===== config.mk =====
export PLATFORM = sky130hd
export DESIGN_NAME = phase_sequencer
export DESIGN_NICKNAME = d
export VERILOG_FILES = /design/src/rtl/phase_sequencer.sv
export SDC_FILE = /design/constraint.sdc
export NUM_CORES = 1
export LEC_CHECK = 0
export ABC_CLOCK_PERIOD_IN_PS = 8500
export CAP_MARGIN = 10
export CORE_ASPECT_RATIO = 1.25
export CORE_MARGIN = 2
export CORE_UTILIZATION = 51
export DETAILED_ROUTE_END_ITERATION = 7
export PLACE_DENSITY = 0.87
export RECOVER_POWER = 50
export REMOVE_ABC_BUFFERS = 1
export SLEW_MARGIN = 20
export SYNTH_ARGS = -nofsm -noshare
export SYNTH_HDL_FRONTEND = slang
export SYNTH_SLANG_ARGS = --single-unit

===== constraint.sdc =====
create_clock -name clk -period 8.5 [get_ports clk]
set_input_delay 2.125 -clock clk [delete_from_list [all_inputs] [get_ports clk]]
set_output_delay 2.125 -clock clk [all_outputs]
set_load 0.005 [all_outputs]

===== src/rtl/phase_sequencer.sv =====
// Multi-phase timing sequencer: steps through NUM_PHASES phases of programmable
// length on start, then finishes in a sticky DONE level or wraps to phase 0.
module phase_sequencer #(
    parameter int NUM_PHASES = 4,
    parameter int CNT_W      = 8,
    parameter int LOOP       = 0,
    parameter int PH_W       = (NUM_PHASES > 1) ? $clog2(NUM_PHASES) : 1
) (
    input  logic                        clk,
    input  logic                        rst,
    input  logic                        start,
    input  logic                        abort,
    input  logic [NUM_PHASES*CNT_W-1:0] dur,
    output logic [PH_W-1:0]             phase_idx,
    output logic [NUM_PHASES-1:0]       phase_oh,
    output logic                        busy,
    output logic                        wrap,
    output logic                        done,
    output logic                        o
);

    typedef enum logic [1:0] {
        ST_IDLE = 2'd0,
        ST_RUN  = 2'd1,
        ST_DONE = 2'd2
    } state_t;

    localparam logic [PH_W-1:0] LAST_PH = PH_W'(NUM_PHASES - 1);

    state_t                r_state;
    state_t                w_state_nxt;
    logic [PH_W-1:0]       r_phase;
    logic [PH_W-1:0]       w_phase_nxt;
    logic [CNT_W-1:0]      r_cnt;
    logic [CNT_W-1:0]      w_cnt_nxt;
    logic [CNT_W-1:0]      r_dur [NUM_PHASES];
    logic [CNT_W-1:0]      w_cur_dur;
    logic                  w_latch;
    logic                  w_done_nxt;
    logic                  w_wrap_nxt;
    logic [NUM_PHASES-1:0] w_oh_nxt;

    logic [NUM_PHASES-1:0] r_phase_oh;
    logic                  r_busy;
    logic                  r_wrap;
    logic                  r_done;
    logic                  r_o;

    assign w_cur_dur = r_dur[r_phase];

    // NOTE: every signal assigned here gets its default first, so no path
    // through the case leaves one unassigned and no latch is inferred.
    always_comb begin
        w_state_nxt = r_state;
        w_phase_nxt = r_phase;
        w_cnt_nxt   = r_cnt;
        w_latch     = 1'b0;
        w_done_nxt  = 1'b0;
        w_oh_nxt    = '0;

        case (r_state)
            ST_IDLE, ST_DONE: begin
                if (abort) begin
                    w_state_nxt = ST_IDLE;
                    w_phase_nxt = '0;
                    w_cnt_nxt   = '0;
                end else if (start) begin
                    w_latch     = 1'b1;
                    w_state_nxt = ST_RUN;
                    w_phase_nxt = '0;
                    w_cnt_nxt   = '0;
                end
            end
            ST_RUN: begin
                if (abort) begin
                    w_state_nxt = ST_IDLE;
                    w_phase_nxt = '0;
                    w_cnt_nxt   = '0;
                end else if (r_cnt == w_cur_dur) begin
                    w_cnt_nxt = '0;
                    if (r_phase == LAST_PH) begin
                        w_phase_nxt = '0;
                        if (LOOP == 0) begin
                            w_state_nxt = ST_DONE;
                            w_done_nxt  = 1'b1;
                        end
                    end else begin
                        w_phase_nxt = r_phase + 1'b1;
                    end
                end else begin
                    w_cnt_nxt = r_cnt + 1'b1;
                end
            end
            default: begin
                w_state_nxt = ST_IDLE;
                w_phase_nxt = '0;
                w_cnt_nxt   = '0;
            end
        endcase

        if (w_state_nxt == ST_RUN) begin
            w_oh_nxt[w_phase_nxt] = 1'b1;
        end
    end

    // wrap marks the final cycle of the last phase, so it is decoded from the
    // upcoming phase/count; the last phase is never entered straight from a latch.
    assign w_wrap_nxt = (LOOP != 0) && (w_state_nxt == ST_RUN) &&
                        (w_phase_nxt == LAST_PH) && (w_cnt_nxt == r_dur[LAST_PH]);

    // NOTE: sequential state uses non-blocking assignments only, so every
    // register samples the pre-edge values regardless of statement order.
    always_ff @(posedge clk) begin
        if (rst) begin
            r_state    <= ST_IDLE;
            r_phase    <= '0;
            r_cnt      <= '0;
            r_phase_oh <= '0;
            r_busy     <= 1'b0;
            r_wrap     <= 1'b0;
            r_done     <= 1'b0;
            r_o        <= 1'b0;
        end else begin
            r_state    <= w_state_nxt;
            r_phase    <= w_phase_nxt;
            r_cnt      <= w_cnt_nxt;
            r_phase_oh <= w_oh_nxt;
            r_busy     <= (w_state_nxt == ST_RUN);
            r_wrap     <= w_wrap_nxt;
            r_done     <= w_done_nxt;
            r_o        <= (w_state_nxt == ST_DONE);
        end
    end

    // NOTE: the duration bank has no reset; it is only read in RUN, and RUN
    // is entered exclusively through a latch that loads every entry.
    always_ff @(posedge clk) begin
        if (w_latch) begin
            for (int k = 0; k < NUM_PHASES; k++) begin
                r_dur[k] <= dur[k*CNT_W +: CNT_W];
            end
        end
    end

    assign phase_idx = r_phase;
    assign phase_oh  = r_phase_oh;
    assign busy      = r_busy;
    assign wrap      = r_wrap;
    assign done      = r_done;
    assign o         = r_o;

endmodule


==> summary.txt, run 1 <==
Outcome
  • Status: finished with violations
  • Failing checks: max-capacitance violations, max-slew violations

Hold path
  • Type of the most critical hold path: reg2reg
  • Hold path depth: 2
  • Hold Crit Start: r_cnt[1]$_SDFFE_PP0P_
  • Hold endpoint: r_cnt[1]$_SDFFE_PP0P_

Floorplanning
  • Initial Util: 52.08%
  • # IOs: 46
  • Die Height: ~76 um
  • Placeable core area: 4034 um2
  • DIE WIDTH: between 60 and 70 um
  • Rows: 26
  • Die area: between 4000 and 5000 um2

Detailed routing
  • Drt pass-1 iters: 4
  • Total number of vias: around 1300
  • DRT antenna net count: 0
  • DR DRC count: 0
  • Routed vias/inst: ~5.3
  • Iteration-0 DRC Markers: 37
  • Routed wire length: 3803 um
  • Routed len/inst: 15.33 um

Power
  • Peak VDD IR: between 100 and 150 uV
  • Power Dens Cells: about 160 nW/um2
  • Leak: 0.8945 nW

Cells and area
  • Final nets: 229
  • Antenna cells: 0
  • Share of cells above drive strength 1: 7.813%
  • Commonest cells after routing, fill and taps aside: dlygate4sd3_1 (39), edfxtp_1 (32), dfxtp_1 (19), xnor2_1 (10), nor2_1 (9)
  • Commonest non-fill, non-tap cell in the layout: dlygate4sd3_1
  • Area grow syn2layout: 26.80%
  • Fin area: approximately 2700 um2

Placement
  • DP Area: around 2600 um2
  • Post-DP HPWL: between 2000 and 3000 um
  • Routability congestion estimate: 0.7992
  • Port-buffer cells: 44
  • Pre-CTS setup slack: about 4.5 ns

Clocking
  • Clock sink total: 51
  • Reg clk slew, reported paths: roughly 0.09 ns
  • Root Buffer: clkbuf_8
  • H-tree depth: 2
  • Post-CTS Setup Bufs: 0
  • Post-cts sizing count: 0
  • CTS Buffer Depth: 2
  • Worst skew pair latency: about 0.30 ns
  • CTS Buf Count: 5
  • Hold_buf cts: 0
  • CTS tree: yes

Setup path
  • CP arrival: 4.91 ns
  • Worst flop-to-flop path endpoint: phase_oh[1]$_SDFF_PP0_
  • Maximum fanout along the worst path: 33
  • R2R Path Start: phase_idx[0]$_SDFF_PP0_
  • Register-to-register setup slack: 5.69 ns
  • Worst endpoint required time: slightly below 9 ns
  • Reg2reg path depth: 6
  • Critical Path Source Type: input pin
  • Worst Setup Path Type: in2reg
  • Crit. End Element: flop

Logic synthesis
  • Synth Area in Simple Gates: between 10% and 20%
  • Adder-Cell Fraction of Synth Area: between 1 and 1.5%
  • Ys flop type: edfxtp_1
  • Number of synthesized register bits: between 50 and 60
  • Seq/Total Area, Yosys: a little under two thirds
  • Mean post-synth cell area: roughly 15 um2
  • Mapped Area: between 2000 and 2500 um2
  • Post-synth cell types: 37
  • XOR/XNOR Fraction of Synth Area: about 5%
  • Largest family of logic cells by synthesized area: simple AND/OR/NAND/NOR gates
  • Ys Warns: 0
  • Cells after Synth: around 140
  • Mux cell area share after synthesis: between 10% and 20%
  • Post-synth ARST share: 0%
  • Compound-Gate Fraction of Synth Area: about 5.7%
  • Post-synth EDFFs: 32

STA
  • Fin crit period: 4.692 ns
  • Hold Fails Final Rpt: 0
  • Slew Viols, Final: 34
  • RSZ-0062 raised after global routing: no
  • Worst slew pin tran: 1.717 ns
  • # setup viols final: 0
  • Sum of negative setup slack: 0 ns
  • Rel. slew slack: -14.45%
  • Final period utilization: between 50% and 60%
  • Final WS setup: 3.808 ns
  • Clock skew: approximately 0.0076 ns
  • Max Freq: 0.2131 GHz
  • Hold slack final: ~0.53 ns

Global routing
  • Largest net degree at the start of global routing: 34
  • Vias in the first global route: between 1000 and 1500
  • First-pass GRT wire length: around 6000 um
  • Global route overflow: 0
  • Initial antenna violation count: 0
  • Overall Global Routing Usage: a little under a fifth

Flow run
  • # Max-Cap Violations: 1
## worst max path at each step
stage                             from                     end  slack (ns)  depth (start not counted)
2_1_floorplan                    start  phase_oh[0]$_SDFF_PP0_        4.12                          6
3_3_place_gp                     abort  phase_oh[1]$_SDFF_PP0_        4.55                          5
3_5_place_dp                     abort  phase_oh[1]$_SDFF_PP0_        4.45                          5
4_1_cts        phase_idx[0]$_SDFF_PP0_            phase_idx[0]        4.64                          1
5_1_grt                          abort  phase_oh[0]$_SDFF_PP0_        3.54                          7
6_report                         abort  phase_oh[0]$_SDFF_PP0_        3.81                          7
## critical path: stages
cell	delay, ns
dlygate4sd3_1	0.62
nor2_2	0.13
clkbuf_1	1.24
nor2b_1	0.16
nor4_1	0.30
a21oi_1	0.09
nor4bb_1	0.25
## cells by family (layout without fill, tap and decap cells)
group,after synthesis,after routing
other,1,1
AND/OR/NAND/NOR,44,44
flip-flops,51,51
adder cells (fa/ha/maj),2,2
buffers and inverters,7,55
AO/OA/AOI/OAI,17,17
XOR/XNOR,12,12
multiplexers,10,10
## sequential cells by signal, summed over array words and instances (netlist names)
register / flops
r_cnt: 8
phase_oh: 4
r_dur: 32
done: 1
o: 1
phase_idx: 2
r_state: 2
busy: 1
## per-stage QoR
| step | cells | total power, W | util [%] |
|---|---|---|---|
| CTS | 248 | 0.0004441 | 66.13 |
| finish | 248 | 0.0004355 | 66.04 |
| detailed placement | 240 | 0.0003107 | 64.05 |
| global route | 248 | 0.0004528 | 66.04 |
| floorplan | 139 | 0.0002890 | - |
| global placement | 240 | 0.0003085 | 64.05 |
## synthesized netlist by cell type, types with 3 or more instances
master | number | area (um2)
xnor2_1 | 10 | 87.58
nand3_1 | 4 | 20.02
dfxtp_1 | 19 | 380.4
a21oi_1 | 5 | 25.02
a21o_1 | 4 | 30.03
edfxtp_1 | 32 | 960.9
nor3_1 | 4 | 20.02
nor2_1 | 10 | 37.54
mux4_1 | 5 | 131.4
nand2_1 | 8 | 30.03
mux4_2 | 3 | 67.56
nand2b_1 | 5 | 31.28
## per-layer routing
metal	share of wire (%)	global-route usage (%)	vias up
met4	1.6	8.038	0
met3	5.1	6.112	7
li1	-	-	635
met5	0	0	-
met1	38	20.16	627
met2	56	32.74	43
## report_power, final
group / internal, W / leakage (nW) / switching (W)
clock: 0.0000560 / 0.0392 / 0.0000778
sequential: 0.000272 / 0.452 / 0.00000223
combinational: 0.0000164 / 0.403 / 0.0000115
total: 0.000344 / 0.894 / 0.0000915
## final cells by class
cell class | instances | area (um2)
clock inverters | 3 | 15.01
inverters | 2 | 7.507
clock buffers | 5 | 68.82
multi-input cells | 86 | 716.9
repair buffers | 45 | 444.2
well taps | 56 | 70.07
fillers | 302 | 1370
flip-flops and latches | 51 | 1341
No activity file was read; power rests on OpenSTA's default activity.
==> inputs of run 2 (changes only) <==
--- a/config.mk
+++ b/config.mk
@@ -5,13 +5,13 @@
 export SDC_FILE = /design/constraint.sdc
 export NUM_CORES = 1
 export LEC_CHECK = 0
-export ABC_CLOCK_PERIOD_IN_PS = 8500
+export ABC_CLOCK_PERIOD_IN_PS = 4059
 export CAP_MARGIN = 10
 export CORE_ASPECT_RATIO = 1.25
 export CORE_MARGIN = 2
-export CORE_UTILIZATION = 51
+export CORE_UTILIZATION = 45
 export DETAILED_ROUTE_END_ITERATION = 7
-export PLACE_DENSITY = 0.87
+export PLACE_DENSITY = 0.82
 export RECOVER_POWER = 50
 export REMOVE_ABC_BUFFERS = 1
 export SLEW_MARGIN = 20
==> constraint.sdc (replaced) <==
create_clock -name clk -period 4.06 [get_ports clk]
set_input_delay 1.015 -clock clk [delete_from_list [all_inputs] [get_ports clk]]
set_output_delay 1.015 -clock clk [all_outputs]
set_load 0.005 [all_outputs]
==> run 2 against run 1 <==
- the flow now finishes without violations
- non-clock buffer count did not move
- worst hold slack worse by 0.011 ns
- setup slack got worse by 2.6 ns
- critical path depth is 1 lower
- design area rose by 0.28%
- critical endpoint is now phase_oh[1]$_SDFF_PP0_
==> summary.txt, run 2 (synthesis gave the netlist of run 1 again) <==
Outcome
  • Status: finished clean

STA
  • Final WS setup: 1.234 ns
  • Sum of negative setup slack: 0 ns
  • Rel. slew slack: about 41%
  • Clock skew: about 0.012 ns
  • Max Freq: approximately 0.35 GHz
  • Final period utilization: about 70%
  • Fin crit period: ~2.8 ns
  • # setup viols final: 0
  • Hold Fails Final Rpt: 0
  • RSZ-0062 raised after global routing: no
  • Worst slew pin tran: between 0.8 and 0.9 ns
  • Slew Viols, Final: 0

Detailed routing
  • DR DRC count: 0
  • Routed vias/inst: between 5 and 6
  • Routed wire length: around 3700 um
  • Drt pass-1 iters: 4
  • Total number of vias: about 1300
  • Routed len/inst: 14.86 um
  • DRT antenna net count: 0
  • Iteration-0 DRC Markers: roughly 100

Clocking
  • CTS Buffer Depth: 2
  • Worst skew pair latency: 0.30 ns
  • Post-CTS Setup Bufs: 0
  • Reg clk slew, reported paths: ~0.09 ns
  • Hold_buf cts: 0
  • H-tree depth: 2
  • Post-cts sizing count: 0
  • CTS Buf Count: 5
  • CTS tree: yes
  • Clock sink total: between 50 and 60
  • Root Buffer: clkbuf_8

Power
  • Flop pwr share: 63.1%
  • Internal power: between 0.0007 and 0.0008 W
  • Leak: 0.8993 nW
  • Combinational power share: 6.4%
  • Clock power frac: around 30%
  • Sw Share: 20.37%
  • P_sw: between 0.00015 and 0.0002 W
  • Peak VDD IR: ~230 uV
  • Power Dens Cells: 339.7 nW/um2

Placement
  • Post-DP HPWL: roughly 2700 um
  • Port-buffer cells: 44
  • Pre-CTS setup slack: ~1.1 ns
  • Post-placement cell count: between 200 and 250
  • Routability congestion estimate: roughly 0.86

Hold path
  • Type of the most critical hold path: reg2reg

Cells and area
  • Top reg by flops: r_dur
  • Multi-input gate area: around 700 um2
  • Non-Filler Instances: between 200 and 300
  • Antenna cells: 0
  • Area grow syn2layout: 27.16%
  • Final nets: 229
  • Final core occ: 59.90%
  • Register Area: ~1300 um2
  • Commonest non-fill, non-tap cell in the layout: dlygate4sd3_1
  • FILL cells: approximately 370
  • Share of cells above drive strength 1: under 10%
  • Largest register FFs: 32
  • Commonest cells after routing, fill and taps aside: dlygate4sd3_1 (40), edfxtp_1 (32), dfxtp_1 (19), xnor2_1 (10), nor2_1 (9)

Setup path
  • Maximum fanout along the worst path: 14
  • Critical Path Source Type: flop
  • CP top delay family: flip-flops
  • Worst endpoint required time: 4.26 ns
  • Worst Setup Path Type: reg2reg
  • Critical Path, Cell by Cell: mux4_1, xnor2_1, nand4_1, or2_1, o211a_1, nor3b_2
  • Crit-path max cell delay: about 0.79 ns
  • Buffers and inverters on the worst path: 0
  • Critical path's slowest cell: dfxtp_1
  • CP arrival: 3.02 ns
  • Register-to-register setup slack: 1.23 ns
  • Crit. End Element: flop

Floorplanning
  • # IOs: 46
  • DIE WIDTH: around 65 um
  • Placeable core area: about 4500 um2
  • Die Height: between 80 and 90 um
  • Die area: ~5200 um2
  • Rows: 27
  • Initial Util: 47.11%

Global routing
  • First-pass GRT wire length: roughly 6000 um
  • Vias in the first global route: 1307
  • Overall Global Routing Usage: 15.41%
  • Initial antenna violation count: 0
  • Global route overflow: 0
  • Largest net degree at the start of global routing: 34

Flow run
  • # Max-Cap Violations: 0
[run 2: per-stage QoR]
stage | hold WS, ns | cell area [um2] | power, W
after CTS | 0.5233 | 2671 | 0.0009223
after floorplan | 0.4673 | 2063 | 0.0006050
after global routing | 0.5421 | 2671 | 0.0009423
final | 0.5229 | 2671 | 0.0009075
after detailed placement | 0.5109 | 2586 | 0.0006505
after global placement | 0.4935 | 2586 | 0.0006477
[run 2: path summary, 6_finish.rpt]
path / startpoint / end / depth (start not counted)
setup / recovery: phase_idx[0]$_SDFF_PP0_ / phase_oh[1]$_SDFF_PP0_ / 6
hold / removal: r_cnt[1]$_SDFFE_PP0P_ / r_cnt[1]$_SDFFE_PP0P_ / 2
setup reg to reg: phase_idx[0]$_SDFF_PP0_ / phase_oh[1]$_SDFF_PP0_ / 6
hold reg to reg: r_cnt[1]$_SDFFE_PP0P_ / r_cnt[1]$_SDFFE_PP0P_ / 2
[run 2: power by group through the flow]
stage | logic (W) | clock network, W | registers [W]
finish | 0.0000585 | 0.000276 | 0.000573
detailed placement | 0.0000654 | 0 | 0.000585
CTS | 0.0000657 | 0.000283 | 0.000573
global route | 0.0000643 | 0.000304 | 0.000574
floorplan | 0.0000214 | 0 | 0.000584
global placement | 0.0000643 | 0 | 0.000583
[run 2: layout make-up]
| class | instances | share of cell area [%] |
|---|---|---|
| Clock buffer | 6 | 2.717 |
| Clock inverter | 2 | 0.4684 |
| Inverter | 2 | 0.2810 |
| Multi-Input combinational cell | 86 | 26.84 |
| Sequential cell | 51 | 50.21 |
| Tap cell | 58 | 2.717 |
| Timing Repair Buffer | 45 | 16.77 |
[run 2: worst register-to-register path: cells and delay by family (launching register included)]
family	cells	cell delay (ns)
muxes	1	0.68
DFF	1	0.79
AOI/OAI and AO/OA	1	0.32
xor gates and xnor gates	1	0.16
and+or+nand+nor	3	0.78
[run 2: routing by layer]
metal  track usage [%]  vias to the layer above  share of wire (%)
met5                 0                        -                  0
met4             9.792                        0                1.8
met3             2.521                        4                4.0
met2             26.19                       39                 54
met1             18.03                      635                 40
li1                  -                      633                  -
